`src/rtl/popcount_accum.sv`:
```
// popcount_accum
// Accumulates per-beat ones counts from an upstream popcount stage into a
// per-frame total and beat count, and presents one frame result at a time
// under a valid/ready handshake. While a result is held, upstream is stalled.
//
// Ports:
//   clk        - single clock, rising-edge active
//   rst        - asynchronous active-high reset
//   in_valid   - upstream beat valid
//   in_count   - ones count of the current beat (CNT_W bits)
//   in_last    - current beat closes its frame
//   in_ready   - block can accept a beat (NOT out_valid)
//   out_valid  - a frame result is held on the outputs
//   out_ready  - downstream accepts the result
//   out_total  - sum of in_count over the frame (TOTAL_W bits)
//   out_beats  - number of beats in the frame (BEAT_W bits)
//   out_sat    - total or beat count clamped during the frame
//
// Configuration macro: POPCOUNT_ACCUM_SAT_EN
//   defined   - sum and beat counters clamp at all-ones; out_sat reports it
//   undefined - sum and beat counters wrap; out_sat is tied to 0
module popcount_accum #(
    parameter int CNT_W   = 4,
    parameter int TOTAL_W = 12,
    parameter int BEAT_W  = 8
) (
    input  logic               clk,
    input  logic               rst,
    input  logic               in_valid,
    input  logic [CNT_W-1:0]   in_count,
    input  logic               in_last,
    output logic               in_ready,
    output logic               out_valid,
    input  logic               out_ready,
    output logic [TOTAL_W-1:0] out_total,
    output logic [BEAT_W-1:0]  out_beats,
    output logic               out_sat
);

    localparam logic [0:0] ACCUM = 1'b0;
    localparam logic [0:0] HOLD  = 1'b1;

    logic [0:0]         state;
    logic [TOTAL_W-1:0] sum;
    logic [BEAT_W-1:0]  beats;
    logic [TOTAL_W-1:0] sum_next;
    logic [BEAT_W-1:0]  beats_next;
    logic               accept;

`ifdef POPCOUNT_ACCUM_SAT_EN
    // Extra bit of headroom exposes the carry out so the add can clamp.
    function automatic logic [TOTAL_W:0] add_total(input logic [TOTAL_W-1:0] s,
                                                   input logic [CNT_W-1:0]   c);
        logic [TOTAL_W:0] w;
        w = {1'b0, s} + (TOTAL_W+1)'(c);
        return w;
    endfunction

    function automatic logic [BEAT_W:0] add_beat(input logic [BEAT_W-1:0] b);
        logic [BEAT_W:0] w;
        w = {1'b0, b} + (BEAT_W+1)'(1);
        return w;
    endfunction

    function automatic logic [TOTAL_W-1:0] sat_total(input logic [TOTAL_W:0] w);
        return w[TOTAL_W] ? {TOTAL_W{1'b1}} : w[TOTAL_W-1:0];
    endfunction

    function automatic logic [BEAT_W-1:0] sat_beat(input logic [BEAT_W:0] w);
        return w[BEAT_W] ? {BEAT_W{1'b1}} : w[BEAT_W-1:0];
    endfunction

    logic [TOTAL_W:0] sum_wide;
    logic [BEAT_W:0]  beats_wide;
    logic             ovf;
    logic             sat_acc;   // a clamp already happened earlier in this frame
    logic             sat_reg;

    always_comb begin
        sum_wide   = add_total(sum, in_count);
        beats_wide = add_beat(beats);
        sum_next   = sat_total(sum_wide);
        beats_next = sat_beat(beats_wide);
        ovf        = sum_wide[TOTAL_W] | beats_wide[BEAT_W];
    end

    assign out_sat = sat_reg;
`else
    // Plain modulo arithmetic: the carry out is simply dropped.
    function automatic logic [TOTAL_W-1:0] add_total(input logic [TOTAL_W-1:0] s,
                                                     input logic [CNT_W-1:0]   c);
        return s + TOTAL_W'(c);
    endfunction

    function automatic logic [BEAT_W-1:0] add_beat(input logic [BEAT_W-1:0] b);
        return b + BEAT_W'(1);
    endfunction

    always_comb begin
        sum_next   = add_total(sum, in_count);
        beats_next = add_beat(beats);
    end

    assign out_sat = 1'b0;
`endif

    assign out_valid = (state == HOLD);
    assign in_ready  = ~out_valid;
    assign accept    = in_valid & in_ready;

    always_ff @(posedge clk or posedge rst) begin
        if (rst) begin
            state     <= ACCUM;
            sum       <= '0;
            beats     <= '0;
            out_total <= '0;
            out_beats <= '0;
`ifdef POPCOUNT_ACCUM_SAT_EN
            sat_acc   <= 1'b0;
            sat_reg   <= 1'b0;
`endif
        end else begin
            // accept and the output handshake are mutually exclusive because
            // in_ready is low throughout HOLD.
            if (state == HOLD && out_ready) begin
                state <= ACCUM;
            end
            if (accept) begin
                if (in_last) begin
                    out_total <= sum_next;
                    out_beats <= beats_next;
                    sum       <= '0;
                    beats     <= '0;
                    state     <= HOLD;
`ifdef POPCOUNT_ACCUM_SAT_EN
                    sat_reg   <= sat_acc | ovf;
                    sat_acc   <= 1'b0;
`endif
                end else begin
                    sum       <= sum_next;
                    beats     <= beats_next;
`ifdef POPCOUNT_ACCUM_SAT_EN
                    sat_acc   <= sat_acc | ovf;
                    // The previous frame's flag is retired once a new frame starts.
                    sat_reg   <= 1'b0;
`endif
                end
            end
        end
    end

endmodule
```
`config.mk`:
```
export PLATFORM = sky130hd
export DESIGN_NAME = popcount_accum
export DESIGN_NICKNAME = d
export VERILOG_FILES = /design/src/rtl/popcount_accum.sv
export SDC_FILE = /design/constraint.sdc
export NUM_CORES = 1
export LEC_CHECK = 0
export BUFFER_PORTS_ARGS = -buffer_cell sky130_fd_sc_hd__buf_4
export CAP_MARGIN = 30
export CORE_ASPECT_RATIO = 0.75
export CORE_MARGIN = 5
export CORE_UTILIZATION = 40
export CTS_CLUSTER_SIZE = 28
export DETAILED_ROUTE_END_ITERATION = 8
export GPL_TIMING_DRIVEN = 0
export PLACE_DENSITY = 0.72
export SETUP_SLACK_MARGIN = 0.3
export SYNTH_ARGS = -nofsm -noshare
export SYNTH_HDL_FRONTEND = slang
export SYNTH_SLANG_ARGS = --single-unit
```
`constraint.sdc`:
```
create_clock -name clk -period 4.65 [get_ports clk]
set_clock_uncertainty 0.1 [all_clocks]
set_input_delay 0.465 -clock clk [delete_from_list [all_inputs] [get_ports clk]]
set_output_delay 0.465 -clock clk [all_outputs]
set_load 0.01 [all_outputs]
```
==> summary.md, run 1 <==
The run finished with clean final reports. After floorplanning, the core was divided into 22 placement rows. Data on the critical path arrives at its endpoint at 2.45 ns. Number of nets in the finished design: 267. After synthesis, the share of flip-flops with an asynchronous set or reset is 100.0%. The areal power density over the cells was 385.4 nW/µm². After the first detailed-routing iteration, the DRC count stood at 83. Amount of wire on met3 after detailed routing: 371 µm. The most used flip-flop cell after synthesis is dfrtp_1.

The die boundary height was 72.39 µm. The internal power consumption was 0.6540 mW; the post-route DRC violation count was 0. The share of total power dissipated in sequential elements is 47.0%.

The run gives 0.0001319 V as the worst supply voltage drop on vdd. The worst-case setup slack after placement was 2.141 ns; the count of instances resized after the clock tree is built was 0. STA classifies the critical path startpoint as a flip-flop. Leaving out filler cells and counting taps, the final layout contains 313.

The die footprint was 6745 µm²; the total detailed-routing wirelength was 4919 µm. After synthesis, the mean cell area works out to 9.655 µm². The number of synthesized register bits was 41. Of the total power, the clock network draws 27.2%. Using the TritonRoute via totals, the vias-per-cell ratio works out to 5.390. For the total setup buffers inserted after CTS, the log shows 0. Routability-driven placement finished with a final weighted congestion of 0.7938.

Across the run, the number of max-cap violations was 0. The average detailed-routed wire length per instance was 15.72 µm. Based on the critical path, the design can be clocked at up to 418.9 MHz. The run gives 0 as the max-slew violation count. The critical path is of the reg -> reg type. Of the cells placed in the final design, the portion with a size suffix greater than 1 is 18.18%.

Of the available clock period, the critical path in the final layout requires 51.33%. The number of clock buffers added by TritonCTS is 5. Relative to the synthesized area, the layout overhead comes to 19.35%. For the final-layout setup total negative slack, the log shows 0 ns. Setup repair after global routing left no endpoint under its margin. Setup slack on the critical path of the routed design comes to 2.263 ns. Once placement completed, the tool counted placed cells totaling 305. In this run the number of H-tree levels came out at 2. In this run, synthesis inferred 0 flip-flops with an integrated enable.

The length of the first detailed-routing pass in iterations is 4, and the count of buffers from port buffering is 30. The worst path in the final design needs a cycle of 2.387 ns, including I/O delays and setup. Synthesis produced 215 cells. Summing the sequential cell areas from Yosys gives 49.43% of the chip area. Clock transition at the register clock pins on the worst setup and hold paths after CTS: 0.08 ns. The run gives 1687 as the via count.

The run gives 43 as the count of unique library cells instantiated by Yosys. The logs give 1679 for the via count of the first global-routing pass and 25.8% for the combinational power share. The run gives 41.89% as the effective utilization at floorplan. Summed over all nets, wire length on met2 after detailed routing comes to 2088 µm. At the pin with the least slew margin, the transition time is 0.8572 ns. The category of the worst setup path capture point is a flip-flop. The synthesized netlist occupies a cell area of 2076 µm². The logs give 0 for the count of final setup violators and 0 for the sum of overflow across all layers after global routing. Total power for the finished layout comes to 0.9548 mW. The logs give 42.77% for the worst max-slew margin expressed relative to the limit and 42 for the largest net degree at the start of global routing.

The top-level I/O count came out at 32. The horizontal die dimension was 93.18 µm. The cell sitting at the root of the clock tree is a clkbuf_8. For the number of nets produced by synthesis, the log shows 230.

In this run the top signal layer used is met3. For this design the static power due to leakage is 1.163 nW. Initial antenna violation count: 0. Type of the tightest min-delay check: in -> async. The tools report the placed wire-length estimate after detailed placement as 3411 µm.

The maximum number of buffers from clock root to sink was 2; the post-detailed-route count of antenna-violating nets was 0. In the final routing, the length of wire on met1 measures 2459 µm. The logs give 0.3008 mW for the net load switching power and 0 for the number of antenna repair diodes. The number of synthesis warnings is 0.

Critical register-to-register path startpoint: sum[0]. Data on the critical path is required at its endpoint by 4.72 ns. The switching share of power came out at 31.51%.

The first global-routing pass estimated 8114 µm of wire. Global routing consumed, over all layers together, 15.44% of the routing resources. The run gives 0 as the hold violation total from the final report. The largest fanout on the critical path was 3; the number of sinks driven by the clock tree was 41.

The critical path starts at sum[0]. The floorplan step defined a core boundary enclosing 4955 µm². TritonCTS built the clock tree. The logs give 0.30 ns for the clock latency at the later pin of the worst-skew pair and 0 for the count of hold buffers inserted by post-cts repair.
per-layer routing:
metal | up-vias | GRT usage, %
li1 | 834 | -
met1 | 804 | 22.06
met2 | 49 | 22.27
met3 | 0 | 5.699
met4 | 0 | 3.577
met5 | - | 0
cell usage after synthesis (all sizes together) (3+ instances only):
master / n / area (µm²)
nand2: 38 / 142.6
nor2: 7 / 26.28
nand2b: 3 / 18.77
o21ai: 32 / 160.1
a21o: 5 / 37.54
o31ai: 7 / 52.55
nor2b: 5 / 31.28
or3: 4 / 25.02
nand3: 3 / 15.01
buf: 3 / 23.77
xor2: 5 / 43.79
and3: 3 / 18.77
ha: 5 / 62.56
a31oi: 6 / 37.54
xnor2: 6 / 52.55
dfrtp: 41 / 1026
clkbuf: 10 / 37.54
a22o: 3 / 26.28
nand3b: 3 / 22.52
sequential cells by signal, summed over array words and instances, names as in the netlist:
| signal | flops |
|---|---|
| beats | 8 |
| sum | 12 |
| out_total | 12 |
| out_valid | 1 |
| out_beats | 8 |
per-stage QoR:
step / utilization (%) / area [µm²] / hold slack, ns
2_1_floorplan: - / 2076 / 0.3428
3_3_place_gp: 47.95 / 2376 / 0.3577
3_5_place_dp: 47.95 / 2376 / 0.3718
4_1_cts: 50.00 / 2477 / 0.2359
5_1_grt: 50.00 / 2477 / 0.2258
6_report: 50.00 / 2477 / 0.2347
kinds of logic after synthesis:
logic type / share of synthesized area (%)
other: 0.1807
flip-flops: 49.43
AO/OA/AOI/OAI: 19.05
AND/OR/NAND/NOR: 19.41
adder cells (fa/ha/maj): 3.978
buffers and inverters: 3.315
XOR/XNOR: 4.641
final timing paths:
check	to	slack, ns	cells past startpoint
setup reg to reg	out_total[10]	2.26	6
min in group clk	out_valid	0.24	2
setup / recovery	out_total[10]	2.26	6
max in group asynchronous	beats[6]	3.66	2
hold reg to reg	out_beats[1]	0.38	2
hold / removal	beats[1]	0.23	2
placed cells by master, fill, tap and decap left out, types with 2 or more instances in the layout:
cell type  count
a21o_1         5
a21oi_1        2
a22o_1         3
a31oi_1        6
and2_1         2
and3_1         3
buf_4         31
clkbuf_1      10
clkbuf_8       7
dfrtp_1       41
ha_1           5
nand2_1       38
nand2b_1       3
nand3_1        3
nand3b_1       3
nor2_1         7
nor2b_1        5
nor3b_1        2
o21ai_0       30
o21ai_1        2
o311ai_0       2
o31ai_1        7
or3_1          4
xnor2_1        6
xor2_1         5
final cells by class:
type	instances	area, µm²
Timing Repair Buffer	30	225.2
Buffer	13	61.31
Tap cell	60	75.07
Sequential cell	41	1026
Clock buffer	7	96.34
Clock inverter	1	5.005
Inverter	2	7.507
Multi-Input combinational cell	159	980.9
Fill cell	478	2477
critical path: stages (launching register included):
cell and delay, ns:
dfrtp_1 0.39, ha_1 0.21, fa_1 0.44, a211oi_1 0.59, or4b_4 0.27, xor2_1 0.17
o21ai_1 0.07
power by group through the flow:
stage | clock network, mW | logic [mW] | registers (mW)
3_5_place_dp | 0 | 0.247 | 0.456
2_1_floorplan | 0 | 0.132 | 0.464
4_1_cts | 0.267 | 0.249 | 0.449
6_report | 0.260 | 0.247 | 0.448
3_3_place_gp | 0 | 0.242 | 0.454
5_1_grt | 0.284 | 0.276 | 0.457
No activity file was read; power rests on OpenSTA's default activity.
==> inputs of run 2 (changes only) <==
==> constraint.sdc (replaced) <==
create_clock -name clk -period 2.3 [get_ports clk]
set_clock_uncertainty 0.1 [all_clocks]
set_input_delay 0.23 -clock clk [delete_from_list [all_inputs] [get_ports clk]]
set_output_delay 0.23 -clock clk [all_outputs]
set_load 0.01 [all_outputs]
==> run 2 against run 1 <==
  * The run now ends with hold timing left
  * Power grew 110%
  * First-iteration DRC count down 16%
  * Setup slack got worse by 2.0 ns
  * Cell count grew 1.3%
  * Clock power increased by 100%
  * Sequential share of layout area is 1.3 points lower
  * Fmax increased by 19%
  * Sequential cell count is the same
  * Critical endpoint unchanged
  * Highest routed layer is now met4
  * Sequential power increased by 100%
  * Largest power group unchanged
  * Critical path depth unchanged
==> summary.md, run 2 (synthesis results as in run 1) <==
The run gives 0 ns (unchanged) as the final-layout setup total negative slack. The number of buffers added by the clock tree synthesis step was 5 (unchanged); the post-route DRC violation count was 0 (unchanged). The largest fanout on the critical path was 3 (unchanged). The placement row count is 22 (unchanged). The tightest min-delay check is of the in -> async type.

The logs give -0.001338 ns (-0.2360 ns) for the worst hold margin and 1.186 nW (+2.0%) for the leakage power figure. The horizontal die dimension was 93.18 µm (unchanged); the slack of the worst reg-to-reg path was 0.30 ns (-1.97 ns). The tools report the initial antenna violation count as 0 (unchanged).

The proportion of layout cells with a drive suffix above 1 is 22.18% (+4.0 points). The tree is rooted in a clkbuf_8. The effective utilization at floorplan was 41.89% (unchanged). The kind of cell adding the most delay to the critical path is adder cells. The area added between synthesis and finish was 23.33%. The tools report the worst-case setup margin in the final layout as 0.2959 ns (-1.967 ns). The clock transition at the register clock pins on the worst setup and hold paths after CTS came out at 0.08 ns (about the same). The number of placed instances with taps included was 305 (unchanged). The hold violation total from the final report came out at 2 (+2). Traced cell by cell, the critical path runs through ha_2 -> fa_2 -> a211oi_4 -> or4b_4 -> xor2_1 -> o21ai_1. Count of buffers from port buffering: 30 (unchanged). The clock latency at the later pin of the worst-skew pair was 0.30 ns (about the same); the total routing resource utilization after global routing was 15.59% (+0.16 points). The logs give 70 (-16%) for the initial detailed-routing violation count and 2 (unchanged) for the maximum number of buffers from clock root to sink. The largest net degree at the start of global routing is 42 (unchanged).

The die boundary height was 72.39 µm (unchanged); the post-layout instance area was 2560 µm² (+3.3%). The last weighted congestion value of the routability-driven placer is 0.7938 (unchanged). The tools report the worst supply voltage drop on vdd as 0.0002667 V (+100%). Worst max-slew margin expressed relative to the limit: 42.69% (-0.081 points). The library cells used most frequently in the layout, excluding fill and tap cells, are dfrtp_1, nand2_1, buf_4, o21ai_0, clkbuf_1. For this design, the slowest cell found on the critical path is dfrtp_1. The tools report the wire length of the first global-routing pass as 8211 µm (+1.2%).

For the number of nets in the finished design, the log shows 271 (+1.5%). The flow ran to the end, but the final reports show violations. The logs give 6745 µm² (unchanged) for the die footprint and 317 (+1.3%) for the filler-free cell count of the finished design. The logs give 5031 µm (+2.3%) for the total detailed-routing wirelength and 32 (unchanged) for the top-level I/O count. The logs give 472 (-1.3%) for the fill cell total of the finished layout and 2376 µm² (unchanged) for the placed standard-cell area. The length of the first detailed-routing pass in iterations is 4 (unchanged). The via-per-instance ratio is 5.489 (+1.8%), and the placed wire-length estimate after detailed placement is 3411 µm (unchanged).

The run gives 2.37 ns (-2.35 ns) as the data required time of the worst path. The via count of the first global-routing pass was 1689 (+0.60%); the combined buffer and inverter count along the critical path was 0 (unchanged). For the max-slew violation count, the log shows 0 (unchanged). The final reports fail on hold timing. STA classifies the critical path startpoint as a flip-flop. The run gives 2.001 mW (+110%) as the total power.

The slew at the pin closest to its max-slew limit came out at 0.8584 ns (+0.001220 ns). The run gives 2 (unchanged) as the level count of the clock H-tree. Setup repair after global routing could not meet its margin everywhere.

The count of final setup violators was 0 (unchanged); the worst-case setup slack after placement was -0.003242 ns (-2.144 ns). The run gives 0 (unchanged) as the number of max-capacitance violations reported. The run gives 1740 (+3.1%) as the via count. The largest registers in the layout are out_total x12, sum x12.

The maximum operating frequency came out at 499.0 MHz (+19%). The number of sinks driven by the clock tree was 41 (unchanged). The final clock period utilization by the worst path is 87.14% (+36 points). TritonCTS built the clock tree. The average detailed-routed wire length per instance was 15.87 µm (+0.99%). For the number of antenna repair diodes, the log shows 0 (unchanged). The final design utilization came out at 51.67% (+1.7 points). Category of the worst setup path capture point: a flip-flop. For the post-detailed-route count of antenna-violating nets, the log shows 0 (unchanged).

The most common library cell in the layout ignoring fill and taps is dfrtp_1. The areal power density over the cells is 781.6 nW/µm² (+100%). The data arrival time of the critical path came out at 2.07 ns (-0.38 ns). Start-to-end type of the worst setup path: reg -> reg.

The clock period minus worst slack was 2.004 ns (-0.3829 ns). The sum of overflow across all layers after global routing is 0 (unchanged). The delay of the slowest critical-path stage is 0.40 ns (-0.19 ns), and the placeable core area is 4955 µm² (unchanged).
-- run 2: changes by cell type in the layout (fill, tap and decap cells not counted), moves of 2 or more --
cell	change
ha_2	+2
a211oi_4	+2
ha_1	-3
buf_4	+3
-- run 2: report_power, final --
group	internal [mW]	switching (mW)
clock	0.271	0.256
sequential	0.825	0.0859
combinational	0.267	0.296
-- run 2: area by class of cell --
class / instances / area [µm²] / share of cell area [%]
buffer: 13 / 62.56 / 2.444
clock buffer: 7 / 96.34 / 3.763
clock inverter: 1 / 5.005 / 0.1955
inverter: 2 / 7.507 / 0.2933
multi-input combinational: 159 / 1030 / 40.22
sequential: 41 / 1026 / 40.08
tap: 60 / 75.07 / 2.933
timing repair buffer: 34 / 257.7 / 10.07
-- run 2: path summary, 6_finish.rpt --
kind / start / cells past startpoint / to
setup / recovery: sum[0] / 6 / out_total[10]
hold / removal: rst / 2 / beats[1]
setup reg to reg: sum[0] / 6 / out_total[10]
hold reg to reg: out_beats[1] / 2 / out_beats[1]
max in group asynchronous: rst / 2 / beats[6]
min in group clk: in_count[0] / 4 / out_total[0]
-- run 2: repair_timing --
| item | CTS | global route |
|---|---|---|
| endpoints found under the setup margin | 6 | 13 |
| buffers inserted | 0 | 3 |
| resized for setup | 3 | 11 |
| hold endpoints to repair | 0 | 1 |
| hold buffers | 0 | 1 |
| cloned | 0 | 0 |
| pin swaps | 2 | 1 |
-- run 2: layer usage --
| metal | global-route usage (%) | vias to the layer above | part of all wire (%) | routed length [µm] |
|---|---|---|---|---|
| met5 | 0 | - | 0 | 0 |
| met4 | 3.577 | 0 | 0.89 | 45 |
| met3 | 5.699 | 5 | 8.1 | 409 |
| met2 | 22.67 | 61 | 42 | 2126 |
| met1 | 22.19 | 832 | 49 | 2449 |
| li1 | - | 842 | - | - |
==> inputs of run 3 (changes only) <==
--- a/config.mk
+++ b/config.mk
@@ -13,6 +13,7 @@
 export CTS_CLUSTER_SIZE = 28
 export DETAILED_ROUTE_END_ITERATION = 8
 export GPL_TIMING_DRIVEN = 0
+export HOLD_SLACK_MARGIN = 0.12
 export PLACE_DENSITY = 0.72
 export SETUP_SLACK_MARGIN = 0.3
 export SYNTH_ARGS = -nofsm -noshare
==> run 3 against run 2 <==
  * The run now ends clean
  * Sequential share of layout area is 0.16 points lower
  * Sequential cell count unchanged
  * Fmax is 0.65% lower
  * Die area unchanged
  * Combinational power about the same
  * Largest cell class unchanged
  * Non-clock buffer count up 1
  * Hold slack better by 0.20 ns
  * Cell area is 0.39% higher
  * Cell count increased by 0.32%
==> summary.md, run 3 (synthesis results as in run 1) <==
The average detailed-routed wire length per instance is 15.85 µm (-0.12%), and the clock period minus worst slack is 2.017 ns (+0.01310 ns). Final-layout setup total negative slack: 0 ns (unchanged). The maximum number of buffers from clock root to sink was 2 (unchanged).

The category of the worst setup path capture point is a flip-flop. The flow ran to the end, and the final reports show no timing, DRC or antenna violations. The critical path depth is 6 (unchanged).

The combined buffer and inverter count along the critical path was 0 (unchanged); the wire length of the first global-routing pass was 8197 µm (-0.17%). The sum of overflow across all layers after global routing was 0 (unchanged); the clock transition at the register clock pins on the worst setup and hold paths after CTS was 0.08 ns (about the same). The worst hold path belongs to the class in -> reg.

The delay of the slowest critical-path stage is 0.40 ns (about the same), and the count of final setup violators is 0 (unchanged). The depth of the worst hold-timing path was 4. The slew at the pin closest to its max-slew limit came out at 0.8577 ns (-0.0006919 ns). The number of max-capacitance violations reported was 0 (unchanged). The run gives 5 (unchanged) as the number of buffers added by the clock tree synthesis step.

TritonCTS built the clock tree. The tools report the data required time of the worst path as 2.36 ns (about the same). The post-route DRC violation count was 0 (unchanged); the via count of the first global-routing pass was 1683 (-0.36%).

The tools report the level count of the clock H-tree as 2 (unchanged). In this run the critical register-to-register path is launched from sum[0]. The run gives 0.2012 ns (+0.2026 ns) as the worst hold margin. Walking the worst path, the cells encountered are ha_2 -> fa_2 -> a211oi_4 -> or4b_4 -> xor2_1 -> o21ai_1.

The end point of the worst hold path was out_total[0]. The largest fanout on the critical path is 3 (unchanged). Largest net degree at the start of global routing: 42 (unchanged). The count of buffers from port buffering is 30 (unchanged).

CTS placed an instance of clkbuf_8 at the clock tree root. Path depth of the worst reg2reg path: 6 (unchanged). The slack of the worst reg-to-reg path came out at 0.28 ns (about the same).

The logs give 6745 µm² (unchanged) for the die footprint and 22 (unchanged) for the placement row count. Proportion of layout cells with a drive suffix above 1: 22.09% (-0.086 points). The placeable core area came out at 4955 µm² (unchanged).

The horizontal die dimension was 93.18 µm (unchanged). Via count: 1755 (+0.86%). The number of sinks driven by the clock tree came out at 41 (unchanged).

Tracing the worst setup path back leads to its startpoint at sum[0]. Die boundary height: 72.39 µm (unchanged). The leakage power figure was 1.190 nW (+0.35%); the total detailed-routing wirelength was 5041 µm (+0.20%).

The logs give 0 (-2) for the hold violation total from the final report and 0.30 ns (about the same) for the clock latency at the later pin of the worst-skew pair. Final design utilization: 51.87% (+0.20 points). The logs give 42.74% (+0.046 points) for the worst max-slew margin expressed relative to the limit and 0 (unchanged) for the initial antenna violation count.

Final clock period utilization by the worst path: 87.70% (+0.57 points). The run gives 0 (unchanged) as the number of antenna repair diodes. Post-detailed-route count of antenna-violating nets: 0 (unchanged). In the layout the commonest cells are dfrtp_1, nand2_1, buf_4, o21ai_0, clkbuf_1. STA classifies the critical path startpoint as a flip-flop. In this design, the largest share of critical-path delay is due to adder cells.

Setup repair after global routing could not meet its margin everywhere. Length of the first detailed-routing pass in iterations: 5 (+1). The tools report the data arrival time of the critical path as 2.08 ns (about the same).

By startpoint and endpoint, the worst setup path is classified as reg -> reg. The top-level I/O count is 32 (unchanged). The area added between synthesis and finish is 23.81%, and the maximum operating frequency is 495.7 MHz (-0.65%).

The initial detailed-routing violation count is 71 (+1.4%). The number of nets in the finished design was 272 (+0.37%); the worst-case setup slack after placement was -0.003242 ns (unchanged). Areal power density over the cells: 780.7 nW/µm² (-0.11%). The total routing resource utilization after global routing was 15.57% (-0.022 points).

The worst supply voltage drop on vdd came out at 0.0002667 V (about the same). The max-slew violation count was 0 (unchanged); the worst-case setup margin in the final layout was 0.2828 ns (-0.01310 ns). The placed wire-length estimate after detailed placement is 3411 µm (unchanged).

The worst hold path begins at in_count[0]. The via-per-instance ratio is 5.519 (+0.54%). Among all stages on the critical path, the largest delay is contributed by dfrtp_1. The largest registers in the layout are out_total x12, sum x12. Effective utilization at floorplan: 41.89% (unchanged). The library cell used most frequently in the layout, excluding fill and tap cells, is dfrtp_1. The capturing point of the worst reg2reg path was out_total[10]. The run gives 0.7938 (unchanged) as the last weighted congestion value of the routability-driven placer.
## run 3: changes by cell type in the layout (fill, tap and decap cells not counted)
cell	before	now
dlygate4sd3_1	1	2
## run 3: worst max-delay path by stage
stage	slack [ns]	end
2_1_floorplan	0.30	out_total[10]
3_3_place_gp	0.01	out_total[10]
3_5_place_dp	-0.003	out_total[10]
4_1_cts	0.30	out_total[10]
5_1_grt	0.27	out_total[10]
6_report	0.28	out_total[10]
## run 3: stage by stage
step | instances | cell area, µm² | total power, mW
3_5_place_dp | 305 | 2376 | 1.423
2_1_floorplan | 215 | 2076 | 1.205
4_1_cts | 315 | 2512 | 1.974
3_3_place_gp | 305 | 2376 | 1.406
5_1_grt | 318 | 2570 | 2.127
6_report | 318 | 2570 | 2.006
## run 3: area by class of cell
cell class | count | area [µm²]
fill | 471 | 2385
clock buffer | 7 | 96.34
multi-input combinational | 159 | 1030
sequential | 41 | 1026
tap | 60 | 75.07
clock inverter | 1 | 5.005
buffer | 13 | 62.56
timing repair buffer | 35 | 267.8
inverter | 2 | 7.507
## run 3: power breakdown
| part | internal, mW | total [mW] | switching, mW | leakage, nW |
|---|---|---|---|---|
| logic | 0.268 | 0.566 | 0.298 | 0.589 |
| registers | 0.825 | 0.911 | 0.0861 | 0.546 |
| clock network | 0.272 | 0.529 | 0.258 | 0.0542 |
| total | 1.36 | 2.01 | 0.642 | 1.19 |
## run 3: timing repair
| action | in CTS | in global routing |
|---|---|---|
| pin swaps | 2 | 1 |
| buffers inserted | 0 | 3 |
| resized for setup | 3 | 11 |
| gates cloned | 0 | 0 |
| setup endpoints to repair | 6 | 13 |
| hold endpoints to repair | 42 | 0 |
| hold buffers | 2 | 0 |
## run 3: tightest hold or removal path: cells and delay by family
kind	cells	cell delay, ns
adders and majority gates	1	0.16
and+or+nand+nor	2	0.10
buffers and inverters	1	0.08
## run 3: routing by layer
layer  global-route usage [%]  up-vias  share of wire [%]
met5                        0        -                  0
met4                    3.577        0                1.3
met3                    5.699        7                6.8
met2                    22.67       58                 42
met1                    22.12      844                 49
li1                         -      846                  -
